## src/rtl/if_fetch_stage.sv

```systemverilog
// Instruction fetch stage: owns the PC, issues word fetches over req/gnt/rvalid,
// buffers returned words in a small FIFO for decode and squashes in-flight
// fetches on a redirect from execute.
// Optional build macro IF_ALIGN_CHECK_EN: a redirect to a misaligned target
// parks the stage in a fault state and presents one marked NOP to decode.
module if_fetch_stage #(
    parameter logic [31:0] RESET_PC   = 32'h0000_0000,
    parameter int unsigned FIFO_DEPTH = 2
) (
    input  logic        clk_i,
    input  logic        rst_i,
    output logic        imem_req_o,
    output logic [31:0] imem_addr_o,
    input  logic        imem_gnt_i,
    input  logic        imem_rvalid_i,
    input  logic [31:0] imem_rdata_i,
    input  logic        redirect_i,
    input  logic [31:0] redirect_pc_i,
    output logic        inst_valid_o,
    output logic [31:0] inst_o,
    output logic [31:0] inst_pc_o,
    input  logic        inst_ready_i,
    output logic        inst_fault_o
);

    localparam int unsigned PW  = $clog2(FIFO_DEPTH);
    // Wide enough for fifo count plus outstanding (up to 2*FIFO_DEPTH)
    localparam int unsigned CW  = PW + 2;
    localparam logic [31:0] NOP = 32'h0000_0013;

    logic [31:0]   pc_q, pc_d, rsp_pc_q, rsp_pc_d, target_pc;
    logic [CW-1:0] outstanding_q, outstanding_d, kill_q, kill_d, count_q, count_d;
    logic [PW-1:0] rd_ptr_q, rd_ptr_d, wr_ptr_q, wr_ptr_d;
    logic [31:0]   fifo_inst_q [FIFO_DEPTH];
    logic [31:0]   fifo_pc_q   [FIFO_DEPTH];
    logic          accept, pop, push, fetch_block, fault_push;
    logic [31:0]   push_inst;

`ifdef IF_ALIGN_CHECK_EN
    typedef enum logic [1:0] {StRun, StFaultWait, StFaultHold} state_e;
    state_e state_q, state_d;
    logic   fifo_fault_q [FIFO_DEPTH];

    assign target_pc = redirect_pc_i;

    // Fault state register
    always_ff @(posedge clk_i or posedge rst_i) begin
        if (rst_i) state_q <= StRun;
        else       state_q <= state_d;
    end

    // Fault FSM: wait for stale responses to drain, then emit one marked NOP
    always_comb begin
        state_d     = state_q;
        fault_push  = 1'b0;
        fetch_block = (state_q != StRun);
        if (redirect_i) begin
            state_d = (redirect_pc_i[1:0] != 2'b00) ? StFaultWait : StRun;
        end else begin
            case (state_q)
                StFaultWait: begin
                    if (kill_q == '0) begin
                        fault_push = 1'b1;
                        state_d    = StFaultHold;
                    end
                end
                default: ;
            endcase
        end
    end

    // Fault marker storage alongside the instruction FIFO
    always_ff @(posedge clk_i or posedge rst_i) begin
        if (rst_i) begin
            for (int i = 0; i < FIFO_DEPTH; i++) fifo_fault_q[i] <= 1'b0;
        end else if (push) begin
            fifo_fault_q[wr_ptr_q] <= fault_push & ~imem_rvalid_i;
        end
    end

    assign inst_fault_o = fifo_fault_q[rd_ptr_q] & (count_q != '0);
`else
    // Low address bits are simply dropped
    assign target_pc    = redirect_pc_i & 32'hFFFF_FFFC;
    assign fetch_block  = 1'b0;
    assign fault_push   = 1'b0;
    assign inst_fault_o = 1'b0;
`endif

    // Credit rule: never have more words in flight or buffered than FIFO slots
    assign imem_req_o   = ~rst_i & ~redirect_i & ~fetch_block &
                          ((count_q + outstanding_q) < CW'(FIFO_DEPTH));
    assign imem_addr_o  = pc_q;
    assign accept       = imem_req_o & imem_gnt_i;
    assign inst_valid_o = (count_q != '0) & ~redirect_i;
    assign pop          = inst_valid_o & inst_ready_i;
    assign inst_o       = fifo_inst_q[rd_ptr_q];
    assign inst_pc_o    = fifo_pc_q[rd_ptr_q];

    // Next-state for PC, response tracking and FIFO pointers; redirect wins
    always_comb begin
        pc_d          = pc_q;
        rsp_pc_d      = rsp_pc_q;
        outstanding_d = outstanding_q;
        kill_d        = kill_q;
        count_d       = count_q;
        rd_ptr_d      = rd_ptr_q;
        wr_ptr_d      = wr_ptr_q;
        push          = 1'b0;
        push_inst     = imem_rdata_i;
        if (redirect_i) begin
            pc_d          = target_pc;
            rsp_pc_d      = target_pc;
            count_d       = '0;
            rd_ptr_d      = '0;
            wr_ptr_d      = '0;
            // Every fetch still in flight belongs to the old path
            outstanding_d = outstanding_q - CW'(imem_rvalid_i);
            kill_d        = outstanding_q - CW'(imem_rvalid_i);
        end else begin
            if (accept) pc_d = pc_q + 32'd4;
            if (imem_rvalid_i) begin
                if (kill_q != '0) begin
                    kill_d = kill_q - CW'(1);
                end else begin
                    push     = 1'b1;
                    rsp_pc_d = rsp_pc_q + 32'd4;
                end
            end else if (fault_push) begin
                push      = 1'b1;
                push_inst = NOP;
            end
            outstanding_d = outstanding_q + CW'(accept) - CW'(imem_rvalid_i);
            if (push) wr_ptr_d = wr_ptr_q + PW'(1);
            if (pop)  rd_ptr_d = rd_ptr_q + PW'(1);
            count_d = count_q + CW'(push) - CW'(pop);
        end
    end

    // Control state registers
    always_ff @(posedge clk_i or posedge rst_i) begin
        if (rst_i) begin
            pc_q          <= RESET_PC;
            rsp_pc_q      <= RESET_PC;
            outstanding_q <= '0;
            kill_q        <= '0;
            count_q       <= '0;
            rd_ptr_q      <= '0;
            wr_ptr_q      <= '0;
        end else begin
            pc_q          <= pc_d;
            rsp_pc_q      <= rsp_pc_d;
            outstanding_q <= outstanding_d;
            kill_q        <= kill_d;
            count_q       <= count_d;
            rd_ptr_q      <= rd_ptr_d;
            wr_ptr_q      <= wr_ptr_d;
        end
    end

    // Instruction FIFO storage; cleared so an empty head reads as zero after reset
    always_ff @(posedge clk_i or posedge rst_i) begin
        if (rst_i) begin
            for (int i = 0; i < FIFO_DEPTH; i++) begin
                fifo_inst_q[i] <= '0;
                fifo_pc_q[i]   <= '0;
            end
        end else if (push) begin
            fifo_inst_q[wr_ptr_q] <= push_inst;
            fifo_pc_q[wr_ptr_q]   <= rsp_pc_q;
        end
    end

endmodule

```

## config.mk

```make
export PLATFORM = sky130hd
export DESIGN_NAME = if_fetch_stage
export DESIGN_NICKNAME = d
export VERILOG_FILES = /design/src/rtl/if_fetch_stage.sv
export SDC_FILE = /design/constraint.sdc
export NUM_CORES = 1
export LEC_CHECK = 0
export CAP_MARGIN = 5
export CELL_PAD_IN_SITES_DETAIL_PLACEMENT = 1
export CELL_PAD_IN_SITES_GLOBAL_PLACEMENT = 1
export CORE_MARGIN = 1.5
export CORE_UTILIZATION = 46
export DETAILED_ROUTE_END_ITERATION = 6
export GPL_TIMING_DRIVEN = 0
export PLACE_DENSITY_LB_ADDON = 0.1
export SLEW_MARGIN = 20
export SYNTH_ARGS = -nofsm -noshare
export SYNTH_HDL_FRONTEND = slang
export SYNTH_SLANG_ARGS = --single-unit
```

## constraint.sdc

```tcl
create_clock -name clk_i -period 19.1 [get_ports clk_i]
set_input_delay 2.865 -clock clk_i [delete_from_list [all_inputs] [get_ports clk_i]]
set_output_delay 2.865 -clock clk_i [all_outputs]
set_load 0.05 [all_outputs]
```

; ---- Word level (Yosys, flattened, before mapping)
; Index checks and enable logic that the tools add are counted.
[op_classes]
n_addsub = 11
reduce_logical = 10
eq_ne = 1
n_bitwise = 9
order_cmp = 4
mux = 28
[op_table]
columns = cell, count
row1 = 32-bit 2-to-1 mux, 12
row2 = 64-bit bitwise mux, 2
row3 = "32-bit by 3-bit adder with 32-bit output, second input constant", 2
row4 = 32-bit demux with 1-bit select, 1
row5 = 3-bit 2-to-1 mux, 5
row6 = 2-bit nonzero test, 5
row7 = 3-bit by 1-bit subtractor with 3-bit output, 3
row8 = 1-bit 2-to-1 mux, 8
row9 = 3-bit by 1-bit adder with 3-bit output, 2
row10 = 3-bit nonzero test, 2
row11 = 1-bit AND, 5
row12 = "2-bit >= comparator, second input constant", 2
row13 = 1-bit inverter with 2-bit output, 2
row14 = 2-bit AND reduction, 2
row15 = 3-bit adder, 1
row16 = "3-bit by 2-bit < comparator with 1-bit output, second input constant", 1
row17 = "3-bit by 1-bit subtractor with 3-bit output, second input constant", 1
row18 = "1-bit adder, second input constant", 2
row19 = "2-bit by 1-bit < comparator with 1-bit output, second input constant", 1
row20 = "2-bit != test, second input constant", 1
row21 = 1-bit inverter, 2
row22 = 1-bit logical AND, 1
[word_totals]
in_bits = 70
regBits = 203
out_inout_bits = 99
elab_cells = 74

; ---- Depth between registers and ports, before layout
; Gate-level depths: netlist of run 1.
[depth]
word_depth = 7
mapped_depth = 12
ltp_nobuf = 12

; ---- Worst setup path before layout of run 1
; OpenSTA, ideal clock, no wires.
[synth_timing]
path_type = input port to output port
from = input redirect_i
to = output imem_req_o
t_required_ps = 16235
setup_slack_ps = 11300
arrival_ps = 4935
cell_stages = 3
path_buffers = 2
cell_sequence = clkbuf_1 > clkbuf_1 > nor4b_1
[synth_between]
elab_chain_cells = 3
[synth_rtl]
columns = item, line
row1 = start: declaration, 17  ; input logic redirect_i,
row2 = 1-bit inverter, 91  ; assign imem_req_o = ~rst_i & ~redirect_i & ~fetch_block &
row3 = 1-bit AND (2 in a row), 91
row4 = end: declaration, 12  ; output logic imem_req_o,
; Every way passes these cells.

; ---- Final worst setup path of run 1
; Ends and elaborated chain as after synthesis.

==> metrics.md, run 1 <==
| Metric | Value |
|---|---|
| Post-CTS setup buffer count | 0 |
| Top flip-flop cell by instance count after synthesis | sky130_fd_sc_hd__dfrtp_1 |
| Pwr per Cell Area | 166.3 nW/um^2 |
| Final Cycle Share | 0.4291 |
| RSZ-0062 raised after global routing | false |
| Wire length of the first global-routing pass | between 40000 and 50000 um |
| DRC marker count from the first detailed-route iteration | between 200 and 300 |
| Routability-driven placement congestion ratio | ~0.81 |
| Clock-pin slew on the worst setup and hold paths | 0.06 ns |
| Detail Route Antenna Nets | 0 |
| Vertical extent of the die | ~150 um |
| Fin nets | ~1000 |
| Area of the die | 21250 sq um |
| MaxCap Viol Count | 0 |
| Hold Crit Start | fifo_pc_q[30] |
| Via count | between 6000 and 7000 |
| Critical path class | input port to output pin |
| Wirelength per Cell | about 21 um |
| Data required, critical path | approximately 16 ns |
| Post-Syn Area | approximately 9400 sq um |
| Flop and latch count out of synthesis | a little under 200 |
| Critical path capture point type | output pin |
| Initial antenna violation count | 0 |
| GRT Overall Usage | 0.2472 |
| Starting density of the core | 0.4663 |
| Source of the worst register-to-register timing path | count_q[1] |
| Clock sink count | 195 |
| Final wirelength | between 20000 and 30000 um |
| TritonCTS buffer count | 17 |
| Global-route congestion overflow total | 0 |
| Highest net fanout along the worst path | 10 |
| Via count of the first global-routing pass | 7441 |
| Biggest cell delay along the critical path | 0.86 ns |
| Remaining routing DRC violations | 0 |
| Number of warnings reported in the yosys synthesis log | 0 |
| Drt via density | 5.473 |
| Area growth from synthesis to layout | 29.16% |
| Measured slew at the worst slew-check pin | slightly below 1 ns |
| CP cell instances | clkdlybuf4s50_1, clkbuf_1, clkbuf_1, nor4b_1, clkdlybuf4s50_1 |
| Most common cell in the synthesized netlist | sky130_fd_sc_hd__mux2_2 |
| Post-synth cell types | 42 |
| Buffers from clock root to sink, at most | 2 |
| HPWL reported at the end of detailed placement | around 18000 um |
| Worst setup path startpoint | redirect_i |
| WP data arrival | approximately 5.3 ns |
| Hold Crit Class | flop to flop |
| Clock network latency to the later pin of the worst-skew pair | 0.43 ns |
| Clock H-tree levels | 4 |
| Number of gates resized after CTS | 0 |
| Utilization of the core after routing | 0.6023 |
| Minimum clock period after layout | just over 8 ns |
| Leakage dissipation | between 5 and 6 nW |
| Top post-synthesis cells by count | sky130_fd_sc_hd__mux2_2 (213), sky130_fd_sc_hd__dfrtp_1 (195), sky130_fd_sc_hd__clkbuf_1 (35), sky130_fd_sc_hd__xnor2_1 (28), sky130_fd_sc_hd__xor2_1 (28) |
| Largest cells by area after synthesis | sky130_fd_sc_hd__dfrtp_1 (52%), sky130_fd_sc_hd__mux2_2 (26%), sky130_fd_sc_hd__xnor2_1 (2.6%), sky130_fd_sc_hd__xor2_1 (2.6%), sky130_fd_sc_hd__nand4_1 (1.7%) |
| Cell count after synthesis | roughly 740 |
| Worst Setup Start Kind | input port |
| Row count | 52 |
| Pin count of the biggest net entering global routing | 69 |
| Die X | 145.8 um |
| Fraction of layout cells with a size suffix above 1 | 0.2763 |
| Cell type with the highest aggregate area in the netlist | sky130_fd_sc_hd__dfrtp_1 |
| Achievable Freq | around 0.12 GHz |
| TritonRoute pass-1 iters | 4 |
| CP max stage cell | sky130_fd_sc_hd__clkdlybuf4s50_1 |
| Largest voltage drop on the vdd net | between 0.07 and 0.08 mV |
| Post-cts hold buffer count | 0 |
| EDFF count, synth | 0 |
| Number of inserted filler cells in the final layout | 1984 |
| Synthesized area per cell | 12.64 sq um |
| Number of hold-slack violations in the final timing report | 0 |
| TritonCTS clock tree | built |
| Max-slew violation total from the final report | 0 |
| Number of port buffers | approximately 160 |
| Worst slew margin relative to its limit | 0.3450 |
| Run status | finished, final reports clean |
| Root buffer cell | sky130_fd_sc_hd__clkbuf_16 |
| Sum of negative setup slack | 0 ns |
| Post-route insts no fill | between 1000 and 1500 |
| FFs w/ async S/R, synth | 1.000 |
| Share of the synthesized area in the top cell type | 0.5205 |
| Diodes inserted | 0 |
| Placed cell count | approximately 1200 |
| Number of primary I/O pins | between 150 and 200 |
| Setup violators final | 0 |
| Register area share after synthesis | 0.5205 |
| Largest clock skew in the final design | around 0.0094 ns |
| Standard cell core area | between 20000 and 25000 sq um |
==> worst paths after layout <==
path / endpoint / slack, ns / depth (start not counted)
worst max-delay path: imem_req_o / 10.90 / 5
worst min-delay path: fifo_pc_q[30] / 0.49 / 2
worst max register to register: outstanding_q[2] / 15.67 / 12
worst min register to register: fifo_pc_q[30] / 0.49 / 2
max in group asynchronous: fifo_pc_q[63] / 15.44 / 3
min in group asynchronous: outstanding_q[1] / 2.95 / 2
==> power by group <==
part	total (mW)	internal (mW)	switching (mW)
logic	0.951	0.390	0.560
clock network	0.419	0.256	0.163
registers	0.644	0.553	0.0909
total	2.01	1.20	0.815
==> sequential cells by signal (all words and copies together), names as in the netlist <==
register,cells
imem_addr_o,30
fifo_pc_q,60
fifo_inst_q,64
wr_ptr_q,1
count_q,3
rd_ptr_q,1
outstanding_q,3
kill_q,3
rsp_pc_q,30
==> critical path: cells and delay by family <==
| family | cells | cell delay (ns) |
|---|---|---|
| AND/OR/NAND/NOR | 1 | 0.37 |
| buffers and inverters | 4 | 2.08 |
==> area by class of cell <==
cell class                      count  area (sq um)  area share
Inverter                           20         82.58    0.006820
Multi-Input combinational cell    490          4273      0.3529
Timing Repair Buffer              163          1667      0.1376
Buffer                             41         173.9     0.01436
Clock buffer                       19         452.9     0.03740
Sequential cell                   195          4880      0.4030
Tap cell                          270         337.8     0.02790
Clock inverter                     13         242.7     0.02005
==> through the flow <==
| step | area [sq um] | power, mW | worst slack, ns | hold WS [ns] |
|---|---|---|---|---|
| after floorplan | 9390 | 1.299 | 10.92 | 0.4444 |
| after global placement | 11340 | 1.561 | 8.536 | 0.4571 |
| after detailed placement | 11410 | 1.602 | 10.90 | 0.4869 |
| after CTS | 12110 | 2.031 | 10.89 | 0.4935 |
| after global routing | 12110 | 2.105 | 10.79 | 0.5174 |
| final | 12110 | 2.013 | 10.90 | 0.4867 |
==> cell families after synthesis <==
kind of cell    after synthesis  share of synthesized area
fa+ha+maj                    13                    0.01975
xor+xnor                     57                    0.05472
other cells                   1                  0.0004000
flops                       195                     0.5205
simple gates                148                    0.08741
mux                         216                     0.2590
compound gates               51                    0.03163
buf+inv                      61                    0.02656
==> per-layer routing <==
metal / global-route usage / wire length [um] / vias to the layer above
li1: - / - / 2998
met1: 0.3252 / 11150 / 3403
met2: 0.4193 / 12530 / 184
met3: 0.03887 / 1124 / 43
met4: 0.08112 / 521 / 0
met5: 0 / 0 / -
==> placed cells by master, fill, tap and decap left out, types with 3 or more instances in the layout <==
| cell type | instances |
|---|---|
| sky130_fd_sc_hd__a21boi_0 | 3 |
| sky130_fd_sc_hd__a21oi_1 | 20 |
| sky130_fd_sc_hd__a31oi_1 | 8 |
| sky130_fd_sc_hd__and2_1 | 7 |
| sky130_fd_sc_hd__and3_1 | 9 |
| sky130_fd_sc_hd__and4_1 | 5 |
| sky130_fd_sc_hd__buf_4 | 5 |
| sky130_fd_sc_hd__bufinv_16 | 6 |
| sky130_fd_sc_hd__clkbuf_1 | 35 |
| sky130_fd_sc_hd__clkbuf_16 | 17 |
| sky130_fd_sc_hd__clkdlybuf4s50_1 | 161 |
| sky130_fd_sc_hd__conb_1 | 5 |
| sky130_fd_sc_hd__dfrtp_1 | 195 |
| sky130_fd_sc_hd__fa_1 | 3 |
| sky130_fd_sc_hd__ha_1 | 10 |
| sky130_fd_sc_hd__inv_1 | 19 |
| sky130_fd_sc_hd__inv_6 | 3 |
| sky130_fd_sc_hd__mux2_2 | 213 |
| sky130_fd_sc_hd__mux2i_1 | 3 |
| sky130_fd_sc_hd__nand2_1 | 24 |
| sky130_fd_sc_hd__nand2b_1 | 5 |
| sky130_fd_sc_hd__nand3_1 | 19 |
| sky130_fd_sc_hd__nand4_1 | 25 |
| sky130_fd_sc_hd__nor2_1 | 27 |
| sky130_fd_sc_hd__nor3_1 | 6 |
| sky130_fd_sc_hd__o21ai_0 | 11 |
| sky130_fd_sc_hd__o31ai_1 | 4 |
| sky130_fd_sc_hd__or3_1 | 4 |
| sky130_fd_sc_hd__or4_1 | 4 |
| sky130_fd_sc_hd__xnor2_1 | 28 |
| sky130_fd_sc_hd__xor2_1 | 28 |
Note: power is estimated with default switching activity, not from simulation.
==> run 2: changes to the inputs <==
- CORE_UTILIZATION: 46 -> 38
- clock period: 19.1 -> 7.3 ns (I/O delays scaled with it)
==> run 2 against run 1 <==
- non-clock buffer count did not move
- sequential share of layout area is 0.13 points higher
- global-route usage shrank 4.4 points
- combinational power grew to 2.6 times the previous value
- critical path type unchanged
- critical endpoint unchanged
==> metrics.md, run 2 (same netlist as run 1, synthesis figures left out) <==
| Metric | Value |
|---|---|
| Sequential power share | 0.329 (was 0.320) |
| Root buffer cell | sky130_fd_sc_hd__clkbuf_16 (unchanged) |
| Hold Crit Class | flop to flop (unchanged) |
| Worst Setup Start Kind | input port (unchanged) |
| Minimum clock period after layout | ~4.7 ns |
| WP data arrival | 3.59 ns (was 5.33 ns) |
| Standard cell area after detailed placement | 11480 sq um (was 11410 sq um) |
| Drt via density | 5.124 (was 5.473) |
| Regs by FF count | fifo_inst_q: 64 flops, fifo_pc_q: 60 flops (unchanged) |
| Utilization of the core after routing | 0.4978 (was 0.6023) |
| Initial antenna violation count | 0 (unchanged) |
| Flip-flop count of the largest register, all copies and words added | 64 (unchanged) |
| GRT Overall Usage | 0.2030 (was 0.2472) |
| Global-route congestion overflow total | 0 (unchanged) |
| Combinational cell fraction of total power | 0.488 (was 0.472) |
| Critical path capture point type | output pin (unchanged) |
| Wire length of the first global-routing pass | 40330 um (was 40730 um) |
| Total power after layout | 5.094 mW (was 2.013 mW) |
| TritonRoute pass-1 iters | 4 (unchanged) |
| Final Cycle Share | 0.6424 |
| Area growth from synthesis to layout | 28.75% (was 29.16%) |
| Starting density of the core | 0.3866 (was 0.4663) |
| Setup violators final | 0 (unchanged) |
| Standard cell core area | 24250 sq um (was 20100 sq um) |
| Net switching component of the power | 2.151 mW (was 0.8145 mW) |
| CP cell instances | clkdlybuf4s50_1, clkbuf_1, clkbuf_1, nor4b_1, clkdlybuf4s50_1 (unchanged) |
| Placed cell count | 1233 (was 1179) |
| Via count of the first global-routing pass | 7171 (was 7441) |
| Run status | finished, final reports clean (unchanged) |
| Clock-pin slew on the worst setup and hold paths | 0.07 ns (was 0.06 ns) |
| Pin count of the biggest net entering global routing | 89 (was 69) |
| Post-route insts no fill | 1265 (was 1211) |
| Row count | 57 (was 52) |
| Highest net fanout along the worst path | 10 (unchanged) |
| Post-layout instance area | 12070 sq um (was 12110 sq um) |
| Diodes inserted | 0 (unchanged) |
| Post-CTS setup buffer count | 0 (unchanged) |
| Number of port buffers | 161 (unchanged) |
| Number of hold-slack violations in the final timing report | 0 (unchanged) |
| Internal power consumption | 2.943 mW (was 1.199 mW) |
| Number of inserted filler cells in the final layout | 2534 (was 1984) |
| Clock sink count | 195 (unchanged) |
| Fin nets | 1011 (unchanged) |
| Wirelength per Cell | 19.77 um (was 20.91 um) |
| Largest clock skew in the final design | 0.01502 ns (was 0.009394 ns) |
| Most frequent cells in the layout | sky130_fd_sc_hd__mux2_2 (213), sky130_fd_sc_hd__dfrtp_1 (195), sky130_fd_sc_hd__clkdlybuf4s50_1 (161), sky130_fd_sc_hd__clkbuf_1 (35) (unchanged) |
| RSZ-0062 raised after global routing | false (unchanged) |
| Buffers from clock root to sink, at most | 2 (unchanged) |
| Pwr per Cell Area | 422.0 nW/um^2 (was 166.3 nW/um^2) |
| Achievable Freq | between 0.2 and 0.25 GHz |
| Critical path class | input port to output pin (unchanged) |
| Clock H-tree levels | 4 (unchanged) |
| CP max stage cell | sky130_fd_sc_hd__clkdlybuf4s50_1 (unchanged) |
| Measured slew at the worst slew-check pin | 0.9794 ns (was 0.9736 ns) |
| Most common cell after layout, fill and taps aside | sky130_fd_sc_hd__mux2_2 (unchanged) |
| Area of the die | 25620 sq um (was 21250 sq um) |
| HPWL reported at the end of detailed placement | 18600 um (was 18190 um) |
| Via count | 6482 (was 6628) |
| DRC marker count from the first detailed-route iteration | 209 (was 257) |
| Detail Route Antenna Nets | 0 (unchanged) |
| MaxCap Viol Count | 0 (unchanged) |
| TritonCTS clock tree | built (unchanged) |
| Die X | 160.1 um (was 145.8 um) |
| Fraction of layout cells with a size suffix above 1 | 0.2763 (unchanged) |
| Biggest cell delay along the critical path | 0.72 ns (was 0.86 ns) |
| Max-slew violation total from the final report | 0 (unchanged) |
| Worst slew margin relative to its limit | 0.3410 (was 0.3450) |
| TritonCTS buffer count | 17 (unchanged) |
| Number of primary I/O pins | 169 (unchanged) |
| Multi-input gate area in the final layout | 4273 sq um (unchanged) |
| Remaining routing DRC violations | 0 (unchanged) |
| Register area | 4880 sq um (unchanged) |
| Register with the most flip-flops | fifo_inst_q (unchanged) |
| Switching share of total power | 0.4222 (was 0.4045) |
| Post-cts hold buffer count | 0 (unchanged) |
| Data required, critical path | 6.20 ns (was 16.23 ns) |
| Number of gates resized after CTS | 0 (unchanged) |
| Largest voltage drop on the vdd net | 0.1745 mV (was 0.07456 mV) |
| Vertical extent of the die | 160.1 um (was 145.8 um) |
| Clock network latency to the later pin of the worst-skew pair | 0.43 ns (about the same) |
| Leakage dissipation | 5.108 nW (was 5.160 nW) |
| Final wirelength | 25010 um (was 25320 um) |
| Routability-driven placement congestion ratio | 0.7891 (was 0.8127) |
| Part of the power in the clock network | 0.184 (was 0.208) |
-- run 2: changes by cell type in the layout (fill, tap and decap cells not counted), sizes merged --
cell,previous run,this run
clkinv,2,3
inv,24,28
clkinvlp,1,2
bufinv,6,0
-- run 2: path summary, 6_finish.rpt --
kind                          startpoint               end  slack [ns]  cells after the start
max                           redirect_i        imem_req_o        2.61                      5
min                        fifo_pc_q[30]     fifo_pc_q[30]        0.48                      2
max reg2reg                   count_q[1]  outstanding_q[2]        3.94                     12
min reg2reg                fifo_pc_q[30]     fifo_pc_q[30]        0.48                      2
max in group asynchronous          rst_i   fifo_inst_q[49]        5.12                      4
min in group asynchronous          rst_i  outstanding_q[0]        1.06                      2
-- run 2: power groups by stage --
stage,logic [mW],registers [mW],clock network (mW)
floorplan,1.72,1.68,0
global placement,2.45,1.66,0
detailed placement,2.51,1.70,0
CTS,2.52,1.68,0.954
global route,2.62,1.73,0.990
finish,2.48,1.68,0.935
-- run 2: worst max-delay path, delay by kind of cell --
family                 cells  cell delay [ns]
buffers and inverters      4             2.38
and+or+nand+nor            1             0.12
-- run 2: layer usage --
layer | vias up | global-route usage | part of all wire
li1 | 3002 | - | -
met1 | 3335 | 0.2679 | 0.46
met2 | 127 | 0.3496 | 0.50
met3 | 18 | 0.03273 | 0.030
met4 | 0 | 0.04758 | 0.010
met5 | - | 0 | 0
-- run 2: cell type report --
type	count	share of cell area
Clock inverter	13	0.01130
Sequential cell	195	0.4043
Inverter	20	0.006842
Tap cell	324	0.03359
Multi-Input combinational cell	490	0.3540
Clock buffer	19	0.03752
Buffer	41	0.01441
Timing Repair Buffer	163	0.1381
-- run 2: per-stage QoR --
step | worst slack [ns] | setup TNS, ns | hold slack [ns]
finish | 2.610 | 0 | 0.4839
floorplan | 0.8928 | 0 | 0.4444
CTS | 2.565 | 0 | 0.4910
detailed placement | 2.348 | 0 | 0.4749
global placement | -1.621 | -312.86 | 0.4577
global route | 2.499 | 0 | 0.5239
==> run 3: changes to the inputs <==
- CORE_UTILIZATION: 38 -> 43
- clock period: 7.3 -> 4.8 ns (I/O delays scaled with it)
==> run 3 against run 2 <==
- first-iteration DRC count is 6.2% higher
- die area is 11% lower
- utilization is 7.3 points higher
- clock power is 65% higher
- combinational power is 53% higher
- power is 55% higher
==> metrics.md, run 3 (same netlist as run 1, synthesis figures left out) <==
| Metric | Value |
|---|---|
| Clock sink count | 195 (unchanged) |
| MaxCap Viol Count | 0 (unchanged) |
| Number of gates resized after CTS | 0 (unchanged) |
| Via count of the first global-routing pass | 7390 (was 7171) |
| DRC marker count from the first detailed-route iteration | 222 (was 209) |
| TritonCTS buffer count | 17 (unchanged) |
| Number of primary I/O pins | 169 (unchanged) |
| Worst reg-to-reg path cell count | 12 (unchanged) |
| Highest net fanout along the worst path | 10 (unchanged) |
| Vertical extent of the die | 150.7 um (was 160.1 um) |
| Number of port buffers | 161 (unchanged) |
| Standard cell core area | 21220 sq um (was 24250 sq um) |
| Routability-driven placement congestion ratio | 0.8013 (was 0.7891) |
| Post-CTS setup buffer count | 0 (unchanged) |
| Clock network latency to the later pin of the worst-skew pair | 0.43 ns (about the same) |
| Root buffer cell | sky130_fd_sc_hd__clkbuf_16 (unchanged) |
| TritonRoute pass-1 iters | 4 (unchanged) |
| Die X | 150.7 um (was 160.1 um) |
| Initial antenna violation count | 0 (unchanged) |
| Final Cycle Share | 0.8610 |
| Via count | 6586 (was 6482) |
| Combinational cell fraction of total power | 0.480 (was 0.488) |
| Largest clock skew in the final design | 0.01556 ns (was 0.01502 ns) |
| RSZ-0062 raised after global routing | false (unchanged) |
| Fraction of layout cells with a size suffix above 1 | 0.2783 (was 0.2763) |
| Detail Route Antenna Nets | 0 (unchanged) |
| Max-slew violation total from the final report | 0 (unchanged) |
| Worst Hold Margin | 0.4854 ns (was 0.4839 ns) |
| Sequential power share | 0.324 (was 0.329) |
| Final wirelength | 25390 um (was 25010 um) |
| Minimum clock period after layout | 4.133 ns |
| Fin nets | 1015 (was 1011) |
| Wire length of the first global-routing pass | 40390 um (was 40330 um) |
| Critical path class | input port to flop (was input port to output pin) |
| Number of inserted filler cells in the final layout | 2149 (was 2534) |
| Internal power consumption | 4.655 mW (was 2.943 mW) |
| Leakage dissipation | 5.143 nW (was 5.108 nW) |
| Most common cell after layout, fill and taps aside | sky130_fd_sc_hd__mux2_2 (unchanged) |
| Diodes inserted | 0 (unchanged) |
| Regs by FF count | fifo_inst_q: 64 flops, fifo_pc_q: 60 flops (unchanged) |
| Largest voltage drop on the vdd net | 0.3149 mV (was 0.1745 mV) |
| Measured slew at the worst slew-check pin | 1.040 ns (was 0.9794 ns) |
| Area of the die | 22700 sq um (was 25620 sq um) |
| Biggest cell delay along the critical path | 0.59 ns (was 0.72 ns) |
| Clock-pin slew on the worst setup and hold paths | 0.07 ns (about the same) |
| Number of hold-slack violations in the final timing report | 0 (unchanged) |
| Area growth from synthesis to layout | 29.15% (was 28.75%) |
| Wirelength per Cell | 20.81 um (was 19.77 um) |
| Drt via density | 5.398 (was 5.124) |
| Critical path capture point type | flop (was output pin) |
| Buffers from clock root to sink, at most | 2 (unchanged) |
| Row count | 53 (was 57) |
| Pwr per Cell Area | 651.0 nW/um^2 (was 422.0 nW/um^2) |
| CP cell instances | clkdlybuf4s50_1, inv_1, clkbuf_1, clkbuf_1, clkbuf_1, nand2_1, ha_1, inv_1, ha_1, fa_1, xor2_1, o21ai_0, xor2_1 (was clkdlybuf4s50_1, clkbuf_1, clkbuf_1, nor4b_1, clkdlybuf4s50_1) |
| Most frequent cells in the layout | sky130_fd_sc_hd__mux2_2 (213), sky130_fd_sc_hd__dfrtp_1 (195), sky130_fd_sc_hd__clkdlybuf4s50_1 (161), sky130_fd_sc_hd__clkbuf_1 (36) (was sky130_fd_sc_hd__mux2_2 (213), sky130_fd_sc_hd__dfrtp_1 (195), sky130_fd_sc_hd__clkdlybuf4s50_1 (161), sky130_fd_sc_hd__clkbuf_1 (35)) |
| Register with the most flip-flops | fifo_inst_q (unchanged) |
| Remaining routing DRC violations | 0 (unchanged) |
| Most frequent cell on the critical path | sky130_fd_sc_hd__clkbuf_1 |
| Switching share of total power | 0.4094 (was 0.4222) |
| Clock H-tree levels | 4 (unchanged) |
| Part of the power in the clock network | 0.196 (was 0.184) |
| WP data arrival | 4.49 ns (was 3.59 ns) |
| HPWL reported at the end of detailed placement | 18750 um (was 18600 um) |
| Pin count of the biggest net entering global routing | 37 (was 89) |
| Instance count along the most critical hold path | 2 (unchanged) |
| Global-route congestion overflow total | 0 (unchanged) |
| Hold Crit Class | flop to flop (unchanged) |
| Worst Setup Start Kind | input port (unchanged) |
| Sum of negative setup slack | 0 ns (unchanged) |
| Flip-flop count of the largest register, all copies and words added | 64 (unchanged) |
| GRT Overall Usage | 0.2341 (was 0.2030) |
| Setup violators final | 0 (unchanged) |
| Run status | finished, final reports clean (unchanged) |
| Worst slew margin relative to its limit | 0.3013 (was 0.3410) |
| Starting density of the core | 0.4418 (was 0.3866) |
| Net switching component of the power | 3.227 mW (was 2.151 mW) |
| Achievable Freq | 0.2420 GHz |
| Data required, critical path | 5.16 ns (was 6.20 ns) |
| TritonCTS clock tree | built (unchanged) |
| Post-cts hold buffer count | 0 (unchanged) |
| CP max stage cell | sky130_fd_sc_hd__clkbuf_1 (was sky130_fd_sc_hd__clkdlybuf4s50_1) |
-- run 3: cell types whose count changed in the layout (fill, tap and decap cells not counted), sizes merged --
cell      previous run  this run
buf                  8        12
inv                 28        22
bufinv               0         4
clkinv               3         2
clkinvlp             2         5
-- run 3: power by group through the flow --
stage / Clock [mW] / Combinational, mW / Sequential (mW)
2_1_floorplan: 0 / 2.61 / 2.56
3_3_place_gp: 0 / 3.69 / 2.52
3_5_place_dp: 0 / 3.81 / 2.58
4_1_cts: 1.57 / 3.83 / 2.56
5_1_grt: 1.63 / 3.99 / 2.64
6_report: 1.54 / 3.79 / 2.55
-- run 3: per-layer routing --
metal	GRT usage	wire, um	share of wire
met4	0.05777	327	0.013
met5	0	0	0
met2	0.4195	13220	0.52
met1	0.2921	10740	0.42
met3	0.04121	1101	0.043
-- run 3: final timing paths --
check,start,end,slack (ns)
max,redirect_i,outstanding_q[2],0.67
min,fifo_pc_q[30],fifo_pc_q[30],0.49
max reg2reg,count_q[1],outstanding_q[2],1.43
min reg2reg,fifo_pc_q[30],fifo_pc_q[30],0.49
max in group asynchronous,rst_i,rsp_pc_q[28],2.86
min in group asynchronous,rst_i,outstanding_q[1],0.81
-- run 3: critical path: cells and delay by family --
kind | cells | cell delay [ns]
compound gates | 1 | 0.19
fa+ha+maj | 3 | 0.87
simple gates | 1 | 0.14
xor+xnor | 2 | 0.33
buf+inv | 6 | 2.24
-- run 3: final cells by class --
cell class | count | area [sq um] | share of cell area
Multi-Input combinational cell | 490 | 4273 | 0.3529
Sequential cell | 195 | 4880 | 0.4030
Buffer | 41 | 173.9 | 0.01436
Timing Repair Buffer | 167 | 1719 | 0.1420
Tap cell | 275 | 344.1 | 0.02842
Clock buffer | 19 | 442.9 | 0.03658
Inverter | 20 | 78.83 | 0.006510
Clock inverter | 13 | 196.4 | 0.01622
-- run 3: per-stage QoR --
stage	utilization	cell area [sq um]	total power [mW]	cells	setup WS, ns
final	0.5706	12110	7.882	1220	0.6674
after global routing	0.5706	12110	8.262	1220	0.4403
after CTS	0.5703	12100	7.955	1220	0.6507
after detailed placement	0.5402	11460	6.390	1188	0.2206
after global placement	0.5348	11350	6.208	1182	0.07330
after floorplan	-	9394	5.168	746	1.290
